`config.mk`:
```
export PLATFORM = sky130hd
export DESIGN_NAME = rs_pool
export DESIGN_NICKNAME = d
export VERILOG_FILES = /design/src/rtl/rs_pool.sv
export SDC_FILE = /design/constraint.sdc
export NUM_CORES = 2
export LEC_CHECK = 0
export ABC_CLOCK_PERIOD_IN_PS = 6900
export CELL_PAD_IN_SITES_DETAIL_PLACEMENT = 1
export CELL_PAD_IN_SITES_GLOBAL_PLACEMENT = 2
export CORE_MARGIN = 2
export CORE_UTILIZATION = 41
export DETAILED_ROUTE_END_ITERATION = 8
export DONT_BUFFER_PORTS = 1
export PLACE_DENSITY = 0.9
export SYNTH_ARGS = -nofsm -noshare
export SYNTH_HDL_FRONTEND = slang
export SYNTH_SLANG_ARGS = --single-unit
```
`constraint.sdc`:
```
create_clock -name clk -period 6.9 [get_ports clk]
set_input_delay 1.38 -clock clk [delete_from_list [all_inputs] [get_ports clk]]
set_output_delay 1.38 -clock clk [all_outputs]
set_load 0.02 [all_outputs]
```
`src/rtl/rs_pool.sv`:
```
// rs_pool: parametrised reservation station.
// Holds DEPTH dispatched ops, snoops NUM_CDB result buses for operand tags and
// issues the oldest ready entry through a registered valid/ready output port.
// Ports:
//   clk, rst (sync, active high), rdy (global stall), flush (discard all)
//   in_*      : allocate request and op payload; full/count report occupancy
//   cdb_*     : NUM_CDB packed result buses (bus k at slice k)
//   out_*     : issued op, out_valid/out_ready handshake
module rs_pool #(
    parameter int DEPTH   = 8,
    parameter int NUM_CDB = 3,
    parameter int TAG_W   = 4,
    parameter int OP_W    = 6,
    parameter int DATA_W  = 32,
    parameter int RADDR_W = 5,
    parameter int PC_W    = 32
) (
    input  logic                      clk,
    input  logic                      rst,
    input  logic                      rdy,
    input  logic                      flush,
    input  logic                      in_en,
    input  logic [OP_W-1:0]           in_op,
    input  logic [PC_W-1:0]           in_pc,
    input  logic [TAG_W-1:0]          in_tagx,
    input  logic [TAG_W-1:0]          in_tagy,
    input  logic [TAG_W-1:0]          in_tagw,
    input  logic [DATA_W-1:0]         in_datax,
    input  logic [DATA_W-1:0]         in_datay,
    input  logic [RADDR_W-1:0]        in_addrw,
    output logic                      full,
    output logic [$clog2(DEPTH):0]    count,
    input  logic [NUM_CDB-1:0]        cdb_en,
    input  logic [NUM_CDB*TAG_W-1:0]  cdb_tag,
    input  logic [NUM_CDB*DATA_W-1:0] cdb_data,
    output logic                      out_valid,
    input  logic                      out_ready,
    output logic [OP_W-1:0]           out_op,
    output logic [PC_W-1:0]           out_pc,
    output logic [DATA_W-1:0]         out_datax,
    output logic [DATA_W-1:0]         out_datay,
    output logic [TAG_W-1:0]          out_tagw,
    output logic [RADDR_W-1:0]        out_addrw
);
    localparam int IDX_W = $clog2(DEPTH);
    localparam int CNT_W = IDX_W + 1;

    // Returns {tag, data} after snooping the buses; lowest-numbered matching bus wins.
    function automatic logic [TAG_W+DATA_W-1:0] snoop(
        input logic [TAG_W-1:0]          tag,
        input logic [DATA_W-1:0]         data,
        input logic [NUM_CDB-1:0]        en,
        input logic [NUM_CDB*TAG_W-1:0]  tags,
        input logic [NUM_CDB*DATA_W-1:0] datas
    );
        snoop = {tag, data};
        if (tag != '0) begin
            for (int k = NUM_CDB - 1; k >= 0; k--) begin
                if (en[k] && tags[k*TAG_W +: TAG_W] == tag)
                    snoop = {{TAG_W{1'b0}}, datas[k*DATA_W +: DATA_W]};
            end
        end
    endfunction

    logic [DEPTH-1:0]   valid_q, valid_d;
    logic [DEPTH-1:0]   age_q [DEPTH];   // age_q[i][j]: entry i older than entry j
    logic [DEPTH-1:0]   age_d [DEPTH];
    logic [TAG_W-1:0]   tagx_q [DEPTH], tagx_d [DEPTH];
    logic [TAG_W-1:0]   tagy_q [DEPTH], tagy_d [DEPTH];
    logic [DATA_W-1:0]  datax_q [DEPTH], datax_d [DEPTH];
    logic [DATA_W-1:0]  datay_q [DEPTH], datay_d [DEPTH];
    logic [OP_W-1:0]    op_q [DEPTH], op_d [DEPTH];
    logic [PC_W-1:0]    pc_q [DEPTH], pc_d [DEPTH];
    logic [TAG_W-1:0]   tagw_q [DEPTH], tagw_d [DEPTH];
    logic [RADDR_W-1:0] addrw_q [DEPTH], addrw_d [DEPTH];

    logic [CNT_W-1:0]   count_q, count_d;
    logic               full_q, full_d;
    logic               out_valid_q, out_valid_d;
    logic [OP_W-1:0]    out_op_q, out_op_d;
    logic [PC_W-1:0]    out_pc_q, out_pc_d;
    logic [DATA_W-1:0]  out_datax_q, out_datax_d;
    logic [DATA_W-1:0]  out_datay_q, out_datay_d;
    logic [TAG_W-1:0]   out_tagw_q, out_tagw_d;
    logic [RADDR_W-1:0] out_addrw_q, out_addrw_d;

    logic [DEPTH-1:0]   ready;
    logic [IDX_W-1:0]   sel_idx, free_idx;
    logic               any_ready, blocked, load, issue, accept;

    always_comb begin
        valid_d     = valid_q;
        age_d       = age_q;
        tagx_d      = tagx_q;
        tagy_d      = tagy_q;
        datax_d     = datax_q;
        datay_d     = datay_q;
        op_d        = op_q;
        pc_d        = pc_q;
        tagw_d      = tagw_q;
        addrw_d     = addrw_q;
        out_valid_d = out_valid_q;
        out_op_d    = out_op_q;
        out_pc_d    = out_pc_q;
        out_datax_d = out_datax_q;
        out_datay_d = out_datay_q;
        out_tagw_d  = out_tagw_q;
        out_addrw_d = out_addrw_q;
        sel_idx     = '0;
        free_idx    = '0;
        any_ready   = 1'b0;
        blocked     = 1'b0;

        // Readiness is taken from registered state only.
        for (int i = 0; i < DEPTH; i++)
            ready[i] = valid_q[i] && tagx_q[i] == '0 && tagy_q[i] == '0;

        // Oldest ready entry: no other ready entry is older than it.
        for (int i = 0; i < DEPTH; i++) begin
            blocked = 1'b0;
            for (int j = 0; j < DEPTH; j++)
                if (ready[j] && age_q[j][i]) blocked = 1'b1;
            if (ready[i] && !blocked) begin
                sel_idx   = IDX_W'(i);
                any_ready = 1'b1;
            end
        end

        for (int i = DEPTH - 1; i >= 0; i--)
            if (!valid_q[i]) free_idx = IDX_W'(i);

        load   = !out_valid_q || out_ready;
        issue  = load && any_ready;
        accept = in_en && !full_q;

        for (int i = 0; i < DEPTH; i++) begin
            if (valid_q[i]) begin
                {tagx_d[i], datax_d[i]} = snoop(tagx_q[i], datax_q[i], cdb_en, cdb_tag, cdb_data);
                {tagy_d[i], datay_d[i]} = snoop(tagy_q[i], datay_q[i], cdb_en, cdb_tag, cdb_data);
            end
        end

        if (load) out_valid_d = any_ready;
        if (issue) begin
            valid_d[sel_idx] = 1'b0;
            out_op_d         = op_q[sel_idx];
            out_pc_d         = pc_q[sel_idx];
            out_datax_d      = datax_q[sel_idx];
            out_datay_d      = datay_q[sel_idx];
            out_tagw_d       = tagw_q[sel_idx];
            out_addrw_d      = addrw_q[sel_idx];
        end

        if (accept) begin
            valid_d[free_idx] = 1'b1;
            {tagx_d[free_idx], datax_d[free_idx]} = snoop(in_tagx, in_datax, cdb_en, cdb_tag, cdb_data);
            {tagy_d[free_idx], datay_d[free_idx]} = snoop(in_tagy, in_datay, cdb_en, cdb_tag, cdb_data);
            op_d[free_idx]    = in_op;
            pc_d[free_idx]    = in_pc;
            tagw_d[free_idx]  = in_tagw;
            addrw_d[free_idx] = in_addrw;
            // New entry is younger than every entry currently held.
            age_d[free_idx] = '0;
            for (int i = 0; i < DEPTH; i++)
                age_d[i][free_idx] = valid_q[i];
        end

        count_d = count_q + CNT_W'(accept) - CNT_W'(issue);

        if (flush) begin
            valid_d     = '0;
            count_d     = '0;
            out_valid_d = 1'b0;
        end

        full_d = (count_d == CNT_W'(DEPTH));
    end

    // Control state and output register
    always_ff @(posedge clk) begin
        if (rst) begin
            valid_q     <= '0;
            age_q       <= '{default: '0};
            count_q     <= '0;
            full_q      <= 1'b0;
            out_valid_q <= 1'b0;
            out_op_q    <= '0;
            out_pc_q    <= '0;
            out_datax_q <= '0;
            out_datay_q <= '0;
            out_tagw_q  <= '0;
            out_addrw_q <= '0;
        end else if (rdy) begin
            valid_q     <= valid_d;
            age_q       <= age_d;
            count_q     <= count_d;
            full_q      <= full_d;
            out_valid_q <= out_valid_d;
            out_op_q    <= out_op_d;
            out_pc_q    <= out_pc_d;
            out_datax_q <= out_datax_d;
            out_datay_q <= out_datay_d;
            out_tagw_q  <= out_tagw_d;
            out_addrw_q <= out_addrw_d;
        end
    end

    // Entry payload; only meaningful while the matching valid bit is set
    always_ff @(posedge clk) begin
        if (rdy) begin
            tagx_q  <= tagx_d;
            tagy_q  <= tagy_d;
            datax_q <= datax_d;
            datay_q <= datay_d;
            op_q    <= op_d;
            pc_q    <= pc_d;
            tagw_q  <= tagw_d;
            addrw_q <= addrw_d;
        end
    end

    assign full      = full_q;
    assign count     = count_q;
    assign out_valid = out_valid_q;
    assign out_op    = out_op_q;
    assign out_pc    = out_pc_q;
    assign out_datax = out_datax_q;
    assign out_datay = out_datay_q;
    assign out_tagw  = out_tagw_q;
    assign out_addrw = out_addrw_q;
endmodule

```
==> summary.md <==
| Metric | Value |
|---|---|
| Status | `finished, violations left` |
| Failing checks | `max-slew violations` |
| Crit path launch type | `flip-flop` |
| CTS buffer count | `140` |
| Simple-gate portion of the synthesized area | `14.7%` |
| Via count | `69398` |
| Dominant cell type by area after synthesis | `edfxtp_1` |
| Sequential Area | `32400 sq um` |
| Post-Syn Instances | `7987` |
| Sw frac | `26.2%` |
| Die height | `417 microns` |
| Fmax achieved | `0.176 GHz` |
| CTS Root Cell | `clkbuf_16` |
| Pin count of the biggest net entering global routing | `584` |
| Cell Chain, Critical Path | `nor4_1 -> and3_1 -> o21ai_1 -> nor4_2 -> or4_4 -> buf_4 -> buf_4 -> o21ai_0 -> o31a_1 -> a31oi_1` |
| Clk slew on worst S/H paths | `0.06 ns` |
| Largest family of logic cells by synthesized area | `compound AO/OA/AOI/OAI gates` |
| Share of cells above drive strength 1 | `7.08%` |
| IO Pins | `353` |
| CTS sink cnt | `1141` |
| Critical path type | `reg2reg` |
| Max Root-Sink Buffers | `3` |
| Vias per inst | `7.16` |
| Fin crit period | `5.67 ns` |
| Mapped Avg Cell Area | `8.74 sq um` |
| NetSw | `4.40 mW` |
| Sequential cell area fraction in the yosys report | `46.3%` |
| Setup WS post-layout | `1.23 ns` |
| Row count | `151` |
| Most numerous cell in the Yosys netlist | `nand2_1` |
| Max cap viols | `0` |
| EDFF count, synth | `952` |
| DRC violation total after the first TritonRoute iteration | `9434` |
| CTS tree | `built` |
| Pwr dens | `222 nW/um^2` |
| Post-route ant nets | `0` |
| Dpl ws | `1.67 ns` |
| Clk_skew | `0.0322 ns` |
| Synth Area in Compound Gates | `25.4%` |
| R2R Setup Slk | `1.23 ns` |
| Hold Fails Final Rpt | `0` |
| First-pass GRT wire length | `487000 microns` |
| Gr usage total | `38.0%` |
| Top FF cell, synth | `edfxtp_1` |
| Clk_lat worst skew | `0.84 ns` |
| Buffers on Ports | `0` |
| Arr. time, crit path | `6.42 ns` |
| Initial Util | `41.3%` |
| GPL Wtd Cong | `0.924` |
| Slowest-stage cell, CP | `nor4_1` |
| Final slew viol count | `520` |
| First-pass detailed-route iteration total | `9` |
| Post-CTS setup buffer count | `0` |
| Worst Tran Pin Value | `3.29 ns` |
| Most frequent CP cell | `buf_4` |
| Mapped Nets | `8228` |
| Leakage | `24.9 nW` |
| Area share of fa/ha/maj cells after synthesis | `0.100%` |
| Area growth syn-to-layout | `8.09%` |
| Initial antenna violation count | `27` |
| Detailed Route WL | `342000 microns` |
| Hold Slack | `0.469 ns` |
| Share of the synthesized area in the top cell type | `40.9%` |
| Worst VDD drop | `0.000291 V` |
| DR DRC count | `0` |
| Die W | `417 microns` |
| Min-delay worst type | `reg2reg` |
| Logic pwr share | `8.5%` |
| Netlist Area Pre-Place | `69800 sq um` |
| Setup TNS | `0 ns` |
| CP delay by family, top | `simple AND/OR/NAND/NOR gates` |
| Multi-input gate area | `34300 sq um` |
| Synthesized flop and latch total | `1141` |
| Ys async rst share | `0%` |
| Internal power | `12.4 mW` |
| Fill count | `19268` |
| Post-synthesis cell type count | `71` |
| RSZ-0062 raised after global routing | `no` |
| Post-CTS resize count | `0` |
| Crit path largest cell delay | `0.96 ns` |
| Core area | `169000 sq um` |
| Mux cell area share after synthesis | `5.17%` |
| # hold bufs at CTS | `0` |
| HPWL after DPL | `195000 microns` |
| Vias in the first global route | `69868` |
| Final nets | `7581` |
| Period utilization | `82.2%` |
| Critical Path RT | `7.65 ns` |
| WL per Instance | `35.2 microns` |
| Reg power frac | `47.5%` |
| Full die area | `174000 sq um` |
| Largest cells by area after synthesis | `edfxtp_1 (41%), o21ai_0 (6.0%), nand2_1 (5.6%)` |
| # setup viols final | `0` |
| H-tree depth | `4` |
| Critical Path Fanout Max | `52` |
| Clock Power Share | `44.0%` |
| Bufs and invs on worst path | `2` |
| Post-synth top cells | `nand2_1 (1049), edfxtp_1 (952), nor2_1 (846), o21ai_0 (834), clkbuf_1 (793)` |
| Worst setup EP type | `flip-flop` |
| Relative slew slack | `-119%` |
| GRT overflow | `0` |
| Ys Warns | `0` |
| Fin util | `44.6%` |
| XOR/XNOR Fraction of Synth Area | `2.75%` |
## placed cells by master (no fill, tap or decap), types with 189 or more instances in the layout
| cell | n |
|---|---|
| edfxtp_1 | 952 |
| nand2_1 | 1038 |
| a211oi_1 | 198 |
| a31oi_1 | 351 |
| o211ai_1 | 224 |
| nor2_1 | 832 |
| mux2i_1 | 326 |
| a21oi_1 | 629 |
| o21ai_0 | 834 |
| dfxtp_1 | 189 |
## cell families after synthesis
group                    Yosys count
AND/OR/NAND/NOR                 2419
XOR/XNOR                         219
multiplexers                     357
AO/OA/AOI/OAI                   2851
adder cells (fa/ha/maj)            5
buffers and inverters            995
flip-flops                      1141
## registers in the layout, summed over array words and instances, names as in the netlist, 6 cells and up, named ones only
| register | flops |
|---|---|
| tagy_q | 32 |
| addrw_q | 40 |
| tagx_q | 32 |
| pc_q | 256 |
| age_q | 56 |
| out_op | 6 |
| valid_q | 8 |
| tagw_q | 32 |
| out_pc | 32 |
| op_q | 48 |
| datax_q | 256 |
| out_datax | 32 |
| datay_q | 256 |
| out_datay | 32 |
## final timing paths
| path | depth (start not counted) | to | from |
|---|---|---|---|
| setup reg to reg | 10 | out_datay[21] | tagx_q[0] |
| hold / removal | 1 | flip-flop | flip-flop |
| hold reg to reg | 1 | flip-flop | flip-flop |
| setup / recovery | 10 | out_datay[21] | tagx_q[0] |
## power groups by stage
stage / Combinational (mW) / Clock [mW] / Sequential (mW)
final: 1.43 / 7.39 / 7.97
after global routing: 1.54 / 7.65 / 7.98
after CTS: 1.39 / 7.39 / 7.95
after detailed placement: 1.38 / 0 / 8.09
after global placement: 1.31 / 0 / 8.07
after floorplan: 1.15 / 0 / 8.00
## area by class of cell
| cell class | instances | area share [%] |
|---|---|---|
| Multi-Input combinational cell | 5851 | 45.4 |
| Sequential cell | 1141 | 42.9 |
| Clock buffer | 209 | 5.24 |
| Tap cell | 2218 | 3.68 |
| Timing Repair Buffer | 152 | 1.76 |
| Clock inverter | 49 | 0.678 |
| Inverter | 54 | 0.272 |
| Antenna cell | 21 | 0.0696 |
## worst reg2reg max path, delay by kind of cell (launching register included)
family	cells	cell delay (ns)
AO/OA/AOI/OAI	4	1.08
buffers and inverters	2	1.64
flip-flops	1	0.49
AND/OR/NAND/NOR	4	2.38
## metrics by stage
stage	total power, mW	cell area (sq um)	std cells
2_1_floorplan	9.15	69800	7987
3_3_place_gp	9.38	71000	9416
3_5_place_dp	9.47	71000	9416
4_1_cts	16.7	75400	9674
5_1_grt	17.2	75500	9691
6_report	16.8	75500	9695
## layer usage
metal / up-vias / GRT usage, % / share of wire (%)
li1: 28229 / - / -
met1: 34609 / 46.5 / 37
met2: 5083 / 58.5 / 44
met5: - / 0 / 0.012
met4: 6 / 24.4 / 7.3
met3: 1471 / 10.9 / 12
Note: power is estimated with default switching activity, not from simulation.
